$ cat config.mk
export PLATFORM = sky130hd
export DESIGN_NAME = sb_config_loader
export DESIGN_NICKNAME = d
export VERILOG_FILES = /design/src/rtl/svfpga_cfg_pkg.sv /design/src/rtl/sb_cfg_check.sv /design/src/rtl/sb_config_loader.sv
export SDC_FILE = /design/constraint.sdc
export NUM_CORES = 1
export LEC_CHECK = 0
export ABC_AREA = 1
export BUFFER_PORTS_ARGS = -buffer_cell sky130_fd_sc_hd__buf_4
export CAP_MARGIN = 20
export CORE_MARGIN = 2
export CORE_UTILIZATION = 35
export DETAILED_ROUTE_END_ITERATION = 10
export PLACE_DENSITY = 0.59
export SETUP_SLACK_MARGIN = 0.15
export SLEW_MARGIN = 20
export SYNTH_ARGS = -nofsm -noshare
export SYNTH_HDL_FRONTEND = slang
export SYNTH_SLANG_ARGS = --single-unit
$ cat constraint.sdc
create_clock -name clk -period 3.75 [get_ports clk]
set_input_delay 0.375 -clock clk [delete_from_list [all_inputs] [get_ports clk]]
set_output_delay 0.375 -clock clk [all_outputs]
set_load 0.02 [all_outputs]
$ cat src/rtl/svfpga_cfg_pkg.sv
// Shared definitions for the switchbox configuration path: word layout,
// port-field encoding and loader state encoding.
package svfpga_cfg_pkg;

  localparam int SB_CFG_W = 9;
  localparam int MODE_BIT = 8;
  localparam int N_MSB    = 7;
  localparam int E_MSB    = 5;
  localparam int S_MSB    = 3;
  localparam int W_MSB    = 1;

  typedef enum logic [1:0] {
    PORT_OFF  = 2'b00,
    PORT_RX   = 2'b01,
    PORT_DRV  = 2'b10,
    PORT_RSVD = 2'b11
  } sb_port_e;

  typedef enum logic [1:0] {
    IDLE   = 2'd0,
    SHIFT  = 2'd1,
    CHECK  = 2'd2,
    COMMIT = 2'd3
  } ldr_state_e;

endpackage

$ cat src/rtl/sb_cfg_check.sv
// Legality check for one switchbox word: no reserved port field and at most
// two ports configured as drivers.
module sb_cfg_check
  import svfpga_cfg_pkg::*;
(
  input  logic [SB_CFG_W-1:0] word,
  output logic                legal
);

  logic [3:0][1:0] fld;
  logic            rsvd;
  logic [2:0]      drv_cnt;

  assign fld = {word[N_MSB -: 2], word[E_MSB -: 2], word[S_MSB -: 2], word[W_MSB -: 2]};

  always_comb begin
    rsvd    = 1'b0;
    drv_cnt = '0;
    for (int i = 0; i < 4; i++) begin
      if (sb_port_e'(fld[i]) == PORT_RSVD) rsvd = 1'b1;
      if (sb_port_e'(fld[i]) == PORT_DRV)  drv_cnt = drv_cnt + 3'd1;
    end
    legal = !rsvd && (drv_cnt <= 3'd2);
  end

endmodule

$ cat src/rtl/sb_config_loader.sv
// Bit-serial configuration loader: shifts a stream into a shadow register,
// checks every switchbox word, then commits atomically to the live outputs.
module sb_config_loader
  import svfpga_cfg_pkg::*;
#(
  parameter  int NUM_SB = 4,
  localparam int CFG_W  = NUM_SB * SB_CFG_W,
  localparam int ERR_W  = (NUM_SB > 1) ? $clog2(NUM_SB) : 1
) (
  input  logic             clk,
  input  logic             nrst,
  input  logic             cfg_start,
  input  logic             cfg_valid,
  input  logic             cfg_bit,
  output logic             cfg_ready,
  output logic [CFG_W-1:0] config_data,
  output logic             busy,
  output logic             done,
  output logic             err,
  output logic [ERR_W-1:0] err_sb
);

  localparam int               CNT_W    = $clog2(CFG_W + 1);
  localparam logic [CNT_W-1:0] LAST_CNT = CNT_W'(CFG_W - 1);

  ldr_state_e        state_q, state_nxt;
  logic [CNT_W-1:0]  cnt_q;
  logic [CFG_W-1:0]  shadow_q;
  logic [NUM_SB-1:0] sb_legal;
  logic              all_legal;
  logic [ERR_W-1:0]  first_bad;
  logic              accept;
  logic              last_bit;

  for (genvar k = 0; k < NUM_SB; k++) begin : g_chk
    sb_cfg_check u_chk (
      .word  (shadow_q[k*SB_CFG_W +: SB_CFG_W]),
      .legal (sb_legal[k])
    );
  end

  assign all_legal = &sb_legal;

  // Scan from the top so the lowest failing index is the one left standing.
  always_comb begin
    first_bad = '0;
    for (int k = NUM_SB - 1; k >= 0; k--) begin
      if (!sb_legal[k]) first_bad = ERR_W'(k);
    end
  end

  assign accept   = cfg_valid && cfg_ready;
  assign last_bit = accept && (cnt_q == LAST_CNT);

  always_comb begin
    state_nxt = state_q;
    cfg_ready = 1'b0;
    busy      = 1'b1;
    unique case (state_q)
      IDLE: begin
        busy = 1'b0;
        if (cfg_start) state_nxt = SHIFT;
      end
      SHIFT: begin
        cfg_ready = 1'b1;
        if (!cfg_start && last_bit) state_nxt = CHECK;
      end
      CHECK: begin
        if (cfg_start)      state_nxt = SHIFT;
        else if (all_legal) state_nxt = COMMIT;
        else                state_nxt = IDLE;
      end
      COMMIT: begin
        state_nxt = cfg_start ? SHIFT : IDLE;
      end
      default: state_nxt = IDLE;
    endcase
  end

  always_ff @(posedge clk or negedge nrst) begin
    if (!nrst) begin
      state_q <= IDLE;
    end else begin
      state_q <= state_nxt;
    end
  end

  // A restart always wins over a bit arriving in the same cycle.
  always_ff @(posedge clk or negedge nrst) begin
    if (!nrst) begin
      cnt_q    <= '0;
      shadow_q <= '0;
    end else if (cfg_start) begin
      cnt_q    <= '0;
      shadow_q <= '0;
    end else if (accept) begin
      cnt_q    <= cnt_q + 1'b1;
      shadow_q <= {shadow_q[CFG_W-2:0], cfg_bit};
    end
  end

  // Live config and done update on the same edge, so they appear together.
  always_ff @(posedge clk or negedge nrst) begin
    if (!nrst) begin
      config_data <= '0;
      done        <= 1'b0;
    end else begin
      done <= (state_q == COMMIT);
      if (state_q == COMMIT) config_data <= shadow_q;
    end
  end

  always_ff @(posedge clk or negedge nrst) begin
    if (!nrst) begin
      err    <= 1'b0;
      err_sb <= '0;
    end else if (cfg_start) begin
      err    <= 1'b0;
      err_sb <= '0;
    end else if (state_q == CHECK && !all_legal) begin
      err    <= 1'b1;
      err_sb <= first_bad;
    end
  end

endmodule
Word-level counts from Yosys, hierarchy flattened
Index checks and enable logic that the tools add are counted.
- bits in registers: 84
- output and inout port bits: 42
- mux-type cells: 52
- order comparisons: 4
- $add $sub $neg: 13
- eq/ne operators: 38
- reductions and logical operators: 19
- operator list (operator ; count):
    two-way mux 36 bit ; 2
    == test 2 bit, second input constant ; 34
    two-way mux 3 bit ; 12
    two-way mux 1 bit ; 25
    adder 3 x 1 -> 3 bit, second input constant ; 8
    two-way mux 2 bit ; 10
    <= comparator 3 x 2 -> 1 bit, second input constant ; 4
    two-way mux 6 bit ; 2
    adder 1 x 1 -> 2 bit, second input constant ; 4
    logical AND 1 bit ; 8
    one-hot mux 2 bit (4 select lines) ; 1
    adder 6 x 1 -> 6 bit, second input constant ; 1
    == test 6 bit, second input constant ; 1
    logical NOT 1 bit ; 6
    != test 2 bit, second input constant ; 2
    AND reduction 4 bit ; 1
    nonzero test 2 bit ; 2
    == test 2 x 1 -> 1 bit, second input constant ; 1
    logical NOT 2 bit ; 1
    AND reduction 2 bit ; 1

Longest topological paths before layout
Gate-level depths: netlist of run 1.
- word-level depth: 16
- mapped depth: 20
- mapped depth without buffers: 20

By module
Synthesis of run 1 repeated with hierarchy kept, for this count alone.
- cell total of the unflattened synthesis: 536
- area, all modules: 4294.1 um^2
- modules (own cells, without submodules) (module ; sequential area each (um^2) ; cells each ; area each (um^2) ; instances):
    sb_config_loader ; 2102.0 ; 360 ; 3443.3 ; 1
    sb_cfg_check ; 0.0 ; 44 ; 212.7 ; 4

Worst setup path after synthesis of run 1
Ideal clock, no wire load.
- path kind: register to register
- start point: register shadow_q[28]
- end point: register err_sb[0]
- data required time: 3.633 ns
- path slack: 1.660 ns
- arrival time: 1.973 ns
- clock period less this slack: 2.090 ns
- cell stages (with the launch flop): 18
- cell sequence: dfrtp_1 -> inv_1 -> nor2_1 -> ha_1 -> nand3b_1 -> nand2_1 -> ha_1 -> nand3_1 -> nand2_1 -> nand2_1 -> nor2_1 -> nand3_2 -> nor2_2 -> nand2_2 -> nand2_2 -> nand2_2 -> nand2_1 -> nand2_1
- word-level cells in the longest chain between the ends: 16
- elaborated cells between the ends (all ways): 26
- those cells by class: add/sub (3); order compare (1); eq/ne (2); mux (14); reduce/logical (6)
- RTL lines (item ; RTL line ; text):
    start: declaration ; sb_config_loader.sv:28 ; logic [CFG_W-1:0] shadow_q;
    start signal: assignment ; sb_config_loader.sv:98 ; shadow_q <= {shadow_q[CFG_W-2:0], cfg_bit};
    == test 2 bit ; sb_cfg_check.sv:21 ; if (sb_port_e'(fld[i]) == PORT_DRV) drv_cnt = drv_cnt + 3'd1;
    two-way mux 1 bit ; sb_cfg_check.sv:21 ;
    adder 1 x 1 -> 2 bit ; sb_cfg_check.sv:21 ;
    two-way mux 3 bit ; sb_cfg_check.sv:21 ;
    adder 3 x 1 -> 3 bit ; sb_cfg_check.sv:21 ;
    two-way mux 3 bit ; sb_cfg_check.sv:21 ;
    adder 3 x 1 -> 3 bit ; sb_cfg_check.sv:21 ;
    two-way mux 3 bit ; sb_cfg_check.sv:21 ;
    <= comparator 3 x 2 -> 1 bit ; sb_cfg_check.sv:23 ; legal = !rsvd && (drv_cnt <= 3'd2);
    logical AND 1 bit * ; sb_cfg_check.sv:23 ;
    two-way mux 2 bit (4 in series) ; sb_config_loader.sv:48 ; if (!sb_legal[k]) first_bad = ERR_W'(k);
    two-way mux 2 bit ; sb_config_loader.sv:120 ; end else if (state_q == CHECK && !all_legal) begin
    two-way mux 2 bit ; sb_config_loader.sv:117 ; end else if (cfg_start) begin
    end signal: assignment ; sb_config_loader.sv:122 ; err_sb <= first_bad;
    end: declaration ; sb_config_loader.sv:20 ; output logic [ERR_W-1:0] err_sb
Every way passes the cells marked *; elsewhere a longest branch is shown, timed or not. The select of a mux whose other input is x is not followed.
A chain may end at the register's enable or synchronous reset.

Worst setup path after layout of run 1
- start point: register shadow_q[21]
- end point: register err_sb[0]
- word-level cells in the longest chain between the ends: 13
- elaborated cells between the ends (all ways): 22
- those cells by class: add/sub (2); order compare (1); eq/ne (2); mux (11); reduce/logical (6)
- RTL lines (item ; RTL line):
    == test 2 bit ; sb_cfg_check.sv:21
    two-way mux 3 bit ; sb_cfg_check.sv:21
    adder 3 x 1 -> 3 bit ; sb_cfg_check.sv:21
    two-way mux 3 bit ; sb_cfg_check.sv:21
    adder 3 x 1 -> 3 bit ; sb_cfg_check.sv:21
    two-way mux 3 bit ; sb_cfg_check.sv:21
    <= comparator 3 x 2 -> 1 bit ; sb_cfg_check.sv:23
    logical AND 1 bit * ; sb_cfg_check.sv:23
    two-way mux 2 bit (3 in series) ; sb_config_loader.sv:48
    two-way mux 2 bit ; sb_config_loader.sv:120
    two-way mux 2 bit ; sb_config_loader.sv:117
Marks and branches as above.

==> metrics, run 1 <==
flops & latches, synth=84; worst slew pin tran=around 0.76 ns; endpoints failing hold=0; cell area after synthesis=approximately 4100 um2; synthesized instance count=slightly below 500; P_sw=517 uW; first-pass GRT wire length=~15000 um; total CTS buffers=9; Synth area leader=dfrtp_1; launching point of the worst reg2reg path=shadow_q[21]; register area share after synthesis=0.516; CP dominant cell by count=nand2_1; vias in the first global route=about 3300; Chip Height=about 110 um; CP max stage delay=roughly 0.39 ns; largest net degree at the start of global routing=85; peak supply drop=~0.00020 V; Pleak=roughly 0.0023 uW; total setup buffers inserted after CTS=0; post-DP HPWL=5790 um; DR vias=around 3300; Total Power=2050 uW; hold_buf cts=0; combinational group share of total power=0.111; max_cap viols=0; CP max-delay cell=dfrtp_1; Setup-failing EPs final=0; post-cts sizing count=0; Core Region=~11000 um2; Filler cells=about 1100; kind of critical path=reg -> reg; Arr. time, crit path=2.57 ns; Pre-antenna DRT Iters=4; clock sink count=84; Inst Count DP=about 670; switching share of power=0.252; Finished Cell Area=4810 um2; final antenna-violating net count=0; Area Growth Syn to Fin=18.2%; CTS H-tree lvls=3; DIE AREA=between 10000 and 15000 um2; number of distinct library cells after synthesis=26; Clock Path Buffers=2; PortBufs=46; setup TNS=0 ns; CTS clk-pin slew, worst paths=~0.060 ns; CP Launch Point=shadow_q[21]; final worst clock skew=0.00658 ns; die width=112 um; initial antenna violation count=0; Worst Hold Class=in -> async; CP top delay family=simple AND/OR/NAND/NOR gates; Req. time, crit path=~4.0 ns; part of the cycle the worst path needs=0.627; Cell Chain, Critical Path=inv_1 > nor2_1 > ha_1 > inv_1 > nand3_1 > nand2_1 > ha_1 > nand3_1 > inv_1 > nand2_1 > nand2_1 > nor2_2 > nand3_1 > nor2_2 > nand2_2 > nand2_2 > nand2_2 > nand2_1 > nand2_1; fin cells=a little under 700; syn_nets=around 510; per-cell routed wire length=12.5 um; Clock Tree Root=clkbuf_16; CP endpoint kind=flop; layout cells sized above 1=0.170; Placement Cell Area=approximately 4500 um2; Final min period=approximately 2.4 ns; Vias/cell=4.76; Internal=~1500 uW; CTS tree=yes; Final Max Slew Viols=0; fin nets=553; Slew HR=0.493; grt total ovfl=0; Synth top area share=0.516; Syn Area/Cell=8.24 um2; crit-path max FO=4; Buf+Inv Stages, Crit Path=3; Cell Rows=39; Placer Congestion=between 0.7 and 0.8; sequential share of power=0.472; DRC viols=0; initial core utilization=0.358; f_max=425 MHz; I/O pins=47; status=complete, no violations; final core occ=0.423; Clk Latency, worst-skew pair=0.33 ns; Clock Power Share=0.417; Initial DRC Count=148; CP Launch Type=flop; PD cells=426 nW/um2; total wire length=between 8000 and 9000 um; yosys warns=0; ANT cells=0; ranking of synthesized cells by area=dfrtp_1 52%, nand2_1 9.7%, o21ai_0 9.3%; gr usage total=0.149; RSZ-0062 raised after global routing=no
## worst register-to-register path, delay by kind of cell, from the launching register on
| kind | cells | cell delay, ns |
|---|---|---|
| and+or+nand+nor | 14 | 1.13 |
| adders and majority gates | 2 | 0.52 |
| DFF | 1 | 0.39 |
| buffers and inverters | 3 | 0.18 |
## final cells by class
type                    count  area (um2)  share of cell area
flip-flops and latches     84        2100               0.437
clock buffers              12         236              0.0491
inverters                  73         274              0.0569
multi-input cells         318        1600               0.332
repair buffers             49         372              0.0772
well taps                 143         179              0.0372
clock inverters             4        50.0              0.0104
## Yosys cell counts
cell type  count
nor2_1        29
o211ai_1       1
nand2_1      105
dfrtp_1       84
nor2_4         2
ha_1          13
nand3b_1       2
nor2_2         7
nand3_1       53
o21ai_2        1
clkbuf_1      10
nor3_2         1
buf_2          4
nor3_1         1
nand4_1        9
nor3b_1        1
clkbuf_8       1
nand3_2        3
o21ai_1        3
a21oi_1        3
o21ai_0       76
inv_2          7
buf_1          1
nand2_2        8
inv_1         66
buf_4          3
## metal layers
layer,GRT usage,part of all wire,vias up
li1,-,-,1670
met3,0.0305,0.029,10
met1,0.187,0.47,1534
met5,0,0,-
met4,0.0444,0.011,0
met2,0.260,0.49,40
## cell usage in the layout (no fill, tap or decap), types with 7 or more instances in the layout
| cell | n |
|---|---|
| nand3_1 | 53 |
| buf_4 | 48 |
| nor2_1 | 29 |
| inv_1 | 66 |
| dfrtp_1 | 84 |
| clkbuf_16 | 9 |
| nand2_2 | 9 |
| nor2_2 | 7 |
| nand2_1 | 104 |
| nand4_1 | 9 |
| inv_2 | 7 |
| o21ai_0 | 76 |
| ha_1 | 13 |
## flip-flops by register name, summed over array words and instances, names as in the netlist
signal	count
err	1
shadow_q	36
cnt_q	6
err_sb	2
state_q	2
done	1
config_data	36
## metrics by stage
stage / setup WS (ns) / hold slack, ns
after global placement: 1.51 / 0.469
after floorplan: 1.66 / 0.0794
final: 1.40 / 0.101
after global routing: 1.17 / 0.166
after detailed placement: 1.39 / 0.474
after CTS: 1.38 / 0.230
## cell families after synthesis
logic type,Yosys count,synth area share
fa+ha+maj,13,0.0400
flops,84,0.516
buf+inv,92,0.0913
compound gates,84,0.105
simple gates,221,0.248
## power groups by stage
stage / clock network (uW) / registers (uW) / logic, uW
floorplan: 0 / 1020 / 89.5
global placement: 0 / 985 / 229
detailed placement: 0 / 986 / 232
CTS: 886 / 970 / 232
global route: 922 / 974 / 255
finish: 856 / 969 / 227
## final timing paths
kind                                         to  slack, ns  cells after the start
worst max-delay path                  err_sb[0]       1.40                     19
worst min-delay path               shadow_q[21]       0.10                      1
worst max register to register        err_sb[0]       1.40                     19
worst min register to register  config_data[28]       0.48                      2
max in group asynchronous           shadow_q[0]       3.14                      1
min in group clk                            err       0.24                      2
Power figures use the tool's default switching activity.
==> run 2, diff against run 1 <==
--- a/config.mk
+++ b/config.mk
@@ -11,7 +11,7 @@
 export CORE_MARGIN = 2
 export CORE_UTILIZATION = 35
 export DETAILED_ROUTE_END_ITERATION = 10
-export PLACE_DENSITY = 0.59
+export PLACE_DENSITY = 0.61
 export SETUP_SLACK_MARGIN = 0.15
 export SLEW_MARGIN = 20
 export SYNTH_ARGS = -nofsm -noshare
==> constraint.sdc (replaced) <==
create_clock -name clk -period 1.9 [get_ports clk]
set_input_delay 0.19 -clock clk [delete_from_list [all_inputs] [get_ports clk]]
set_output_delay 0.19 -clock clk [all_outputs]
set_load 0.02 [all_outputs]
==> metrics, run 2 (synthesis gave the netlist of run 1 again) <==
Filler cells=between 1000 and 1500; Final Hold Slack=about 0.041 ns; met3 routed WL=around 350 um; P_sw=just over 1000 uW; layout cells sized above 1=0.314; RSZ-0062 raised after global routing=yes; PortBufs=46; gr usage total=0.164; Area Growth Syn to Fin=34.9%; CP endpoint kind=flop; DR top layer=met4; peak supply drop=approximately 0.0005 V; Hold EP=err; Final Max Slew Viols=0; Total Power=between 3000 and 4000 uW; Placer Congestion=approximately 0.82; most common cell after layout, fill and taps aside=nand2_1; FF/Latch Area=2100 um2; Setup-failing EPs final=7; Pleak=approximately 0.0027 uW; status=finished, violations left; Hold Crit Start=cfg_start; PD cells=roughly 720 nW/um2; Clock Tree Root=clkbuf_16; first-pass GRT wire length=about 17000 um; M1 wire length=between 4000 and 5000 um; routed wl met2=about 4900 um; Pre-antenna DRT Iters=4; largest net degree at the start of global routing=51; Req. time, crit path=2.13 ns; DRC viols=0; die width=112 um; CTS H-tree lvls=3; I/O pins=47; r2r setup slk=-0.29 ns; Clk Latency, worst-skew pair=between 0.3 and 0.4 ns; total wire length=around 9700 um; combinational group share of total power=0.124; crit-path max FO=4; Cell Rows=39; kind of critical path=reg -> reg; Core Region=about 11000 um2; pre-CTS setup slack=-0.364 ns; vias in the first global route=3515; f_max=about 460 MHz; initial antenna violation count=0; part of the cycle the worst path needs=1.15; Worst Hold Class=in -> reg; Arr. time, crit path=2.42 ns; Clock Power Share=0.391; final antenna-violating net count=0; Clock Path Buffers=2; CTS clk-pin slew, worst paths=roughly 0.060 ns; sequential share of power=0.485; fin nets=617; Hold Path Depth=2; biggest registers after layout=config_data x36, shadow_q x36, cnt_q x6; initial core utilization=0.358; per-cell routed wire length=between 10 and 15 um; launching point of the worst reg2reg path=shadow_q[30]; grt total ovfl=0; DR vias=3586; endpoints failing hold=0; Slew HR=0.678; Final min period=2.19 ns; ANT cells=0; worst reg2reg path depth=17; Chip Height=112 um; DIE AREA=~13000 um2; total CTS buffers=9; clock sink count=84; post-DP HPWL=6620 um; worst slew pin tran=0.482 ns; CP Launch Type=flop; setup ws final=-0.289 ns; most frequent cells in the layout=102 x nand2_1, 98 x buf_4, 84 x dfrtp_1; Reg-to-Reg End=err_sb[0]; failing checks=negative setup slack; Vias/cell=about 4.8; Internal=between 2000 and 3000 uW; Initial DRC Count=around 140; CTS tree=yes; area of the multi-input gates=between 1500 and 2000 um2; final worst clock skew=0.00780 ns; max_cap viols=0; switching share of power=0.262; CP Launch Point=shadow_q[30]
[run 2: worst max path at each step]
stage | slack [ns] | cells past startpoint | end
finish | -0.29 | 17 | err_sb[0]
global route | -0.46 | 19 | err_sb[0]
CTS | -0.30 | 17 | err_sb[0]
detailed placement | -0.36 | 19 | err_sb[0]
global placement | -0.25 | 19 | err_sb[0]
floorplan | -0.16 | 17 | err_sb[0]
[run 2: routing by layer]
metal	track usage	up-vias
li1	-	1797
met1	0.205	1724
met2	0.279	59
met3	0.0348	6
met4	0.0617	0
met5	0	-
[run 2: layout make-up]
type,instances,area share
inverters,73,0.0499
multi-input cells,318,0.323
clock inverters,2,0.00251
flip-flops and latches,84,0.383
clock buffers,12,0.0430
well taps,143,0.0326
repair buffers,113,0.166
[run 2: worst max-delay path, stage by stage (launching register included)]
cell      delay (ns)
dfrtp_1         0.38
inv_2           0.07
nor2_4          0.13
ha_4            0.21
nand3b_1        0.18
nand2_1         0.11
ha_2            0.18
nand3_2         0.09
nand2_1         0.07
nand2_1         0.05
nor2_2          0.09
nand3_2         0.10
nor2_4          0.12
nand2_2         0.08
nand2_4         0.08
nand2_2         0.04
nand2_1         0.06
nand2_1         0.04
[run 2: power by group through the flow]
stage / sequential [uW] / combinational [uW] / clock [uW]
final: 1920 / 491 / 1540
after global routing: 1930 / 543 / 1670
after CTS: 1920 / 490 / 1580
after detailed placement: 1950 / 484 / 0
after global placement: 1940 / 478 / 0
after floorplan: 2020 / 177 / 0
[run 2: metrics by stage]
stage	cells	cell area, um2	TNS [ns]	utilization
detailed placement	705	4840	-1.44	0.426
floorplan	494	4090	-0.440	-
CTS	739	5360	-1.16	0.471
finish	745	5490	-1.40	0.483
global placement	705	4840	-0.943	0.426
global route	745	5490	-2.27	0.483
[run 2: timing repair]
| action | 4_1_cts | 5_1_grt |
|---|---|---|
| setup buffers | 19 | 6 |
| pin swaps | 22 | 17 |
| endpoints found under the setup margin | 5 | 7 |
| hold buffers | 1 | 0 |
| endpoints found under the hold margin | 34 | 0 |
| resized for setup | 35 | 21 |
==> run 3, diff against run 2 <==
--- a/config.mk
+++ b/config.mk
@@ -11,6 +11,7 @@
 export CORE_MARGIN = 2
 export CORE_UTILIZATION = 35
 export DETAILED_ROUTE_END_ITERATION = 10
+export GPL_TIMING_DRIVEN = 0
 export PLACE_DENSITY = 0.61
 export SETUP_SLACK_MARGIN = 0.15
 export SLEW_MARGIN = 20
==> metrics, run 3 (synthesis gave the netlist of run 1 again) <==
combinational group share of total power=0.123; Clk Latency, worst-skew pair=between 0.3 and 0.4 ns; clock sink count=84; Setup-failing EPs final=7; DIE AREA=~13000 um2; Pleak=between 0.002 and 0.003 uW; final antenna-violating net count=0; r2r setup slk=-0.36 ns; CP max-delay cell=dfrtp_1; Pre-antenna DRT Iters=5; status=finished, violations left; I/O pins=47; CTS clk-pin slew, worst paths=about 0.060 ns; PD cells=slightly below 800 nW/um2; Worst Hold Class=in -> reg; FF/Latch Area=2110 um2; Final Max Slew Viols=0; worst reg2reg path depth=16; per-cell routed wire length=roughly 15 um; CP dominant cell by count=nand2_2; Chip Height=approximately 110 um; total CTS buffers=9; worst slew pin tran=0.771 ns; CP Launch Type=flop; fin nets=about 610; Clock Path Buffers=2; max_cap viols=0; Final Hold Slack=0.0295 ns; Cell Chain, Critical Path=nor2_4 > ha_4 > nand3b_1 > nand2_2 > ha_4 > nand3_4 > nand2_2 > nand2_2 > nor2_2 > nand3_2 > nor2_4 > nand2_2 > nand2_4 > nand2_2 > nand2_1 > nand2_1; vias in the first global route=between 3000 and 4000; CP max stage delay=0.42 ns; initial core utilization=0.358; final worst clock skew=roughly 0.0080 ns; sequential share of power=0.444; biggest registers after layout=config_data x36, shadow_q x36, cnt_q x6; Core Region=11400 um2; largest net degree at the start of global routing=85; Slew HR=0.486; Clock Tree Root=clkbuf_16; part of the cycle the worst path needs=1.19; post-DP HPWL=approximately 6700 um; CP top delay family=simple AND/OR/NAND/NOR gates; pre-CTS setup slack=-0.389 ns; layout cells sized above 1=0.317; RSZ-0062 raised after global routing=yes; gr usage total=0.175; Placer Congestion=approximately 0.85; Buf+Inv Stages, Crit Path=0; most frequent cells in the layout=96 x nand2_1, 81 x dfrtp_1, 76 x buf_4; Area Growth Syn to Fin=35.9%; Hold Path Depth=2; ANT cells=0; CTS H-tree lvls=3; endpoints failing hold=0; Final min period=about 2.3 ns; failing checks=negative setup slack; initial antenna violation count=0; PortBufs=between 40 and 50; CP endpoint kind=flop; Internal=3250 uW; setup ws final=-0.357 ns; kind of critical path=reg -> reg; f_max=roughly 440 MHz; most common cell after layout, fill and taps aside=nand2_1; DRC viols=0; area of the multi-input gates=between 1500 and 2000 um2; Cell Rows=39; Vias/cell=between 4 and 5; crit-path max FO=4; Filler cells=1086; fin cells=approximately 740; first-pass GRT wire length=roughly 18000 um; Arr. time, crit path=about 2.5 ns; Initial DRC Count=approximately 240; CTS tree=yes; P_sw=about 1100 uW; Clock Power Share=0.433; Inst Count DP=683; Req. time, crit path=2.13 ns; switching share of power=0.250; DR vias=~3700; die width=roughly 110 um; total wire length=~11000 um; Total Power=about 4300 uW; Levels on crit path=16; peak supply drop=0.000545 V; grt total ovfl=0
run 3: cell types whose count changed in the layout (fill, tap and decap cells not counted), sizes merged:
cell and change:
buf -16, bufinv +2, clkbuf +11, clkinv -1, clkinvlp +1
run 3: worst paths after layout:
check,startpoint,endpoint
worst max-delay path,shadow_q[27],err_sb[0]
worst min-delay path,cfg_start,err
worst max register to register,shadow_q[27],err_sb[0]
worst min register to register,config_data[33],config_data[33]
max in group asynchronous,nrst,shadow_q[9]
min in group asynchronous,nrst,config_data[29]
run 3: power by group through the flow:
stage / clock [uW] / sequential (uW) / combinational [uW]
after floorplan: 0 / 2020 / 177
after global placement: 0 / 1950 / 481
after detailed placement: 0 / 1950 / 489
after CTS: 1910 / 1920 / 520
after global routing: 1990 / 1930 / 583
final: 1870 / 1920 / 535
run 3: area by class of cell:
| class | instances | area share |
|---|---|---|
| well taps | 143 | 0.0323 |
| multi-input cells | 318 | 0.331 |
| clock buffers | 12 | 0.0445 |
| plain buffers | 19 | 0.0176 |
| clock inverters | 4 | 0.0131 |
| inverters | 73 | 0.0495 |
| flip-flops and latches | 84 | 0.381 |
| repair buffers | 89 | 0.131 |
run 3: layer usage:
layer | routed length, um | global-route usage
met1 | 4700 | 0.217
met2 | 5460 | 0.297
met3 | 500 | 0.0419
met4 | 272 | 0.0642
met5 | 0 | 0
run 3: repair_timing:
| action | in CTS | in global routing |
|---|---|---|
| pin swaps | 23 | 34 |
| hold endpoints to repair | 0 | 84 |
| endpoints found under the setup margin | 5 | 7 |
| buffers inserted | 31 | 11 |
| gates resized for setup | 31 | 45 |
| hold buffers | 0 | 1 |
run 3: metrics by stage:
stage / setup TNS (ns) / instance area [um2] / util
after floorplan: -0.440 / 4090 / -
after global placement: -1.26 / 4610 / 0.406
after detailed placement: -1.55 / 4610 / 0.406
after CTS: -1.63 / 5270 / 0.463
after global routing: -2.50 / 5530 / 0.487
final: -1.86 / 5530 / 0.487
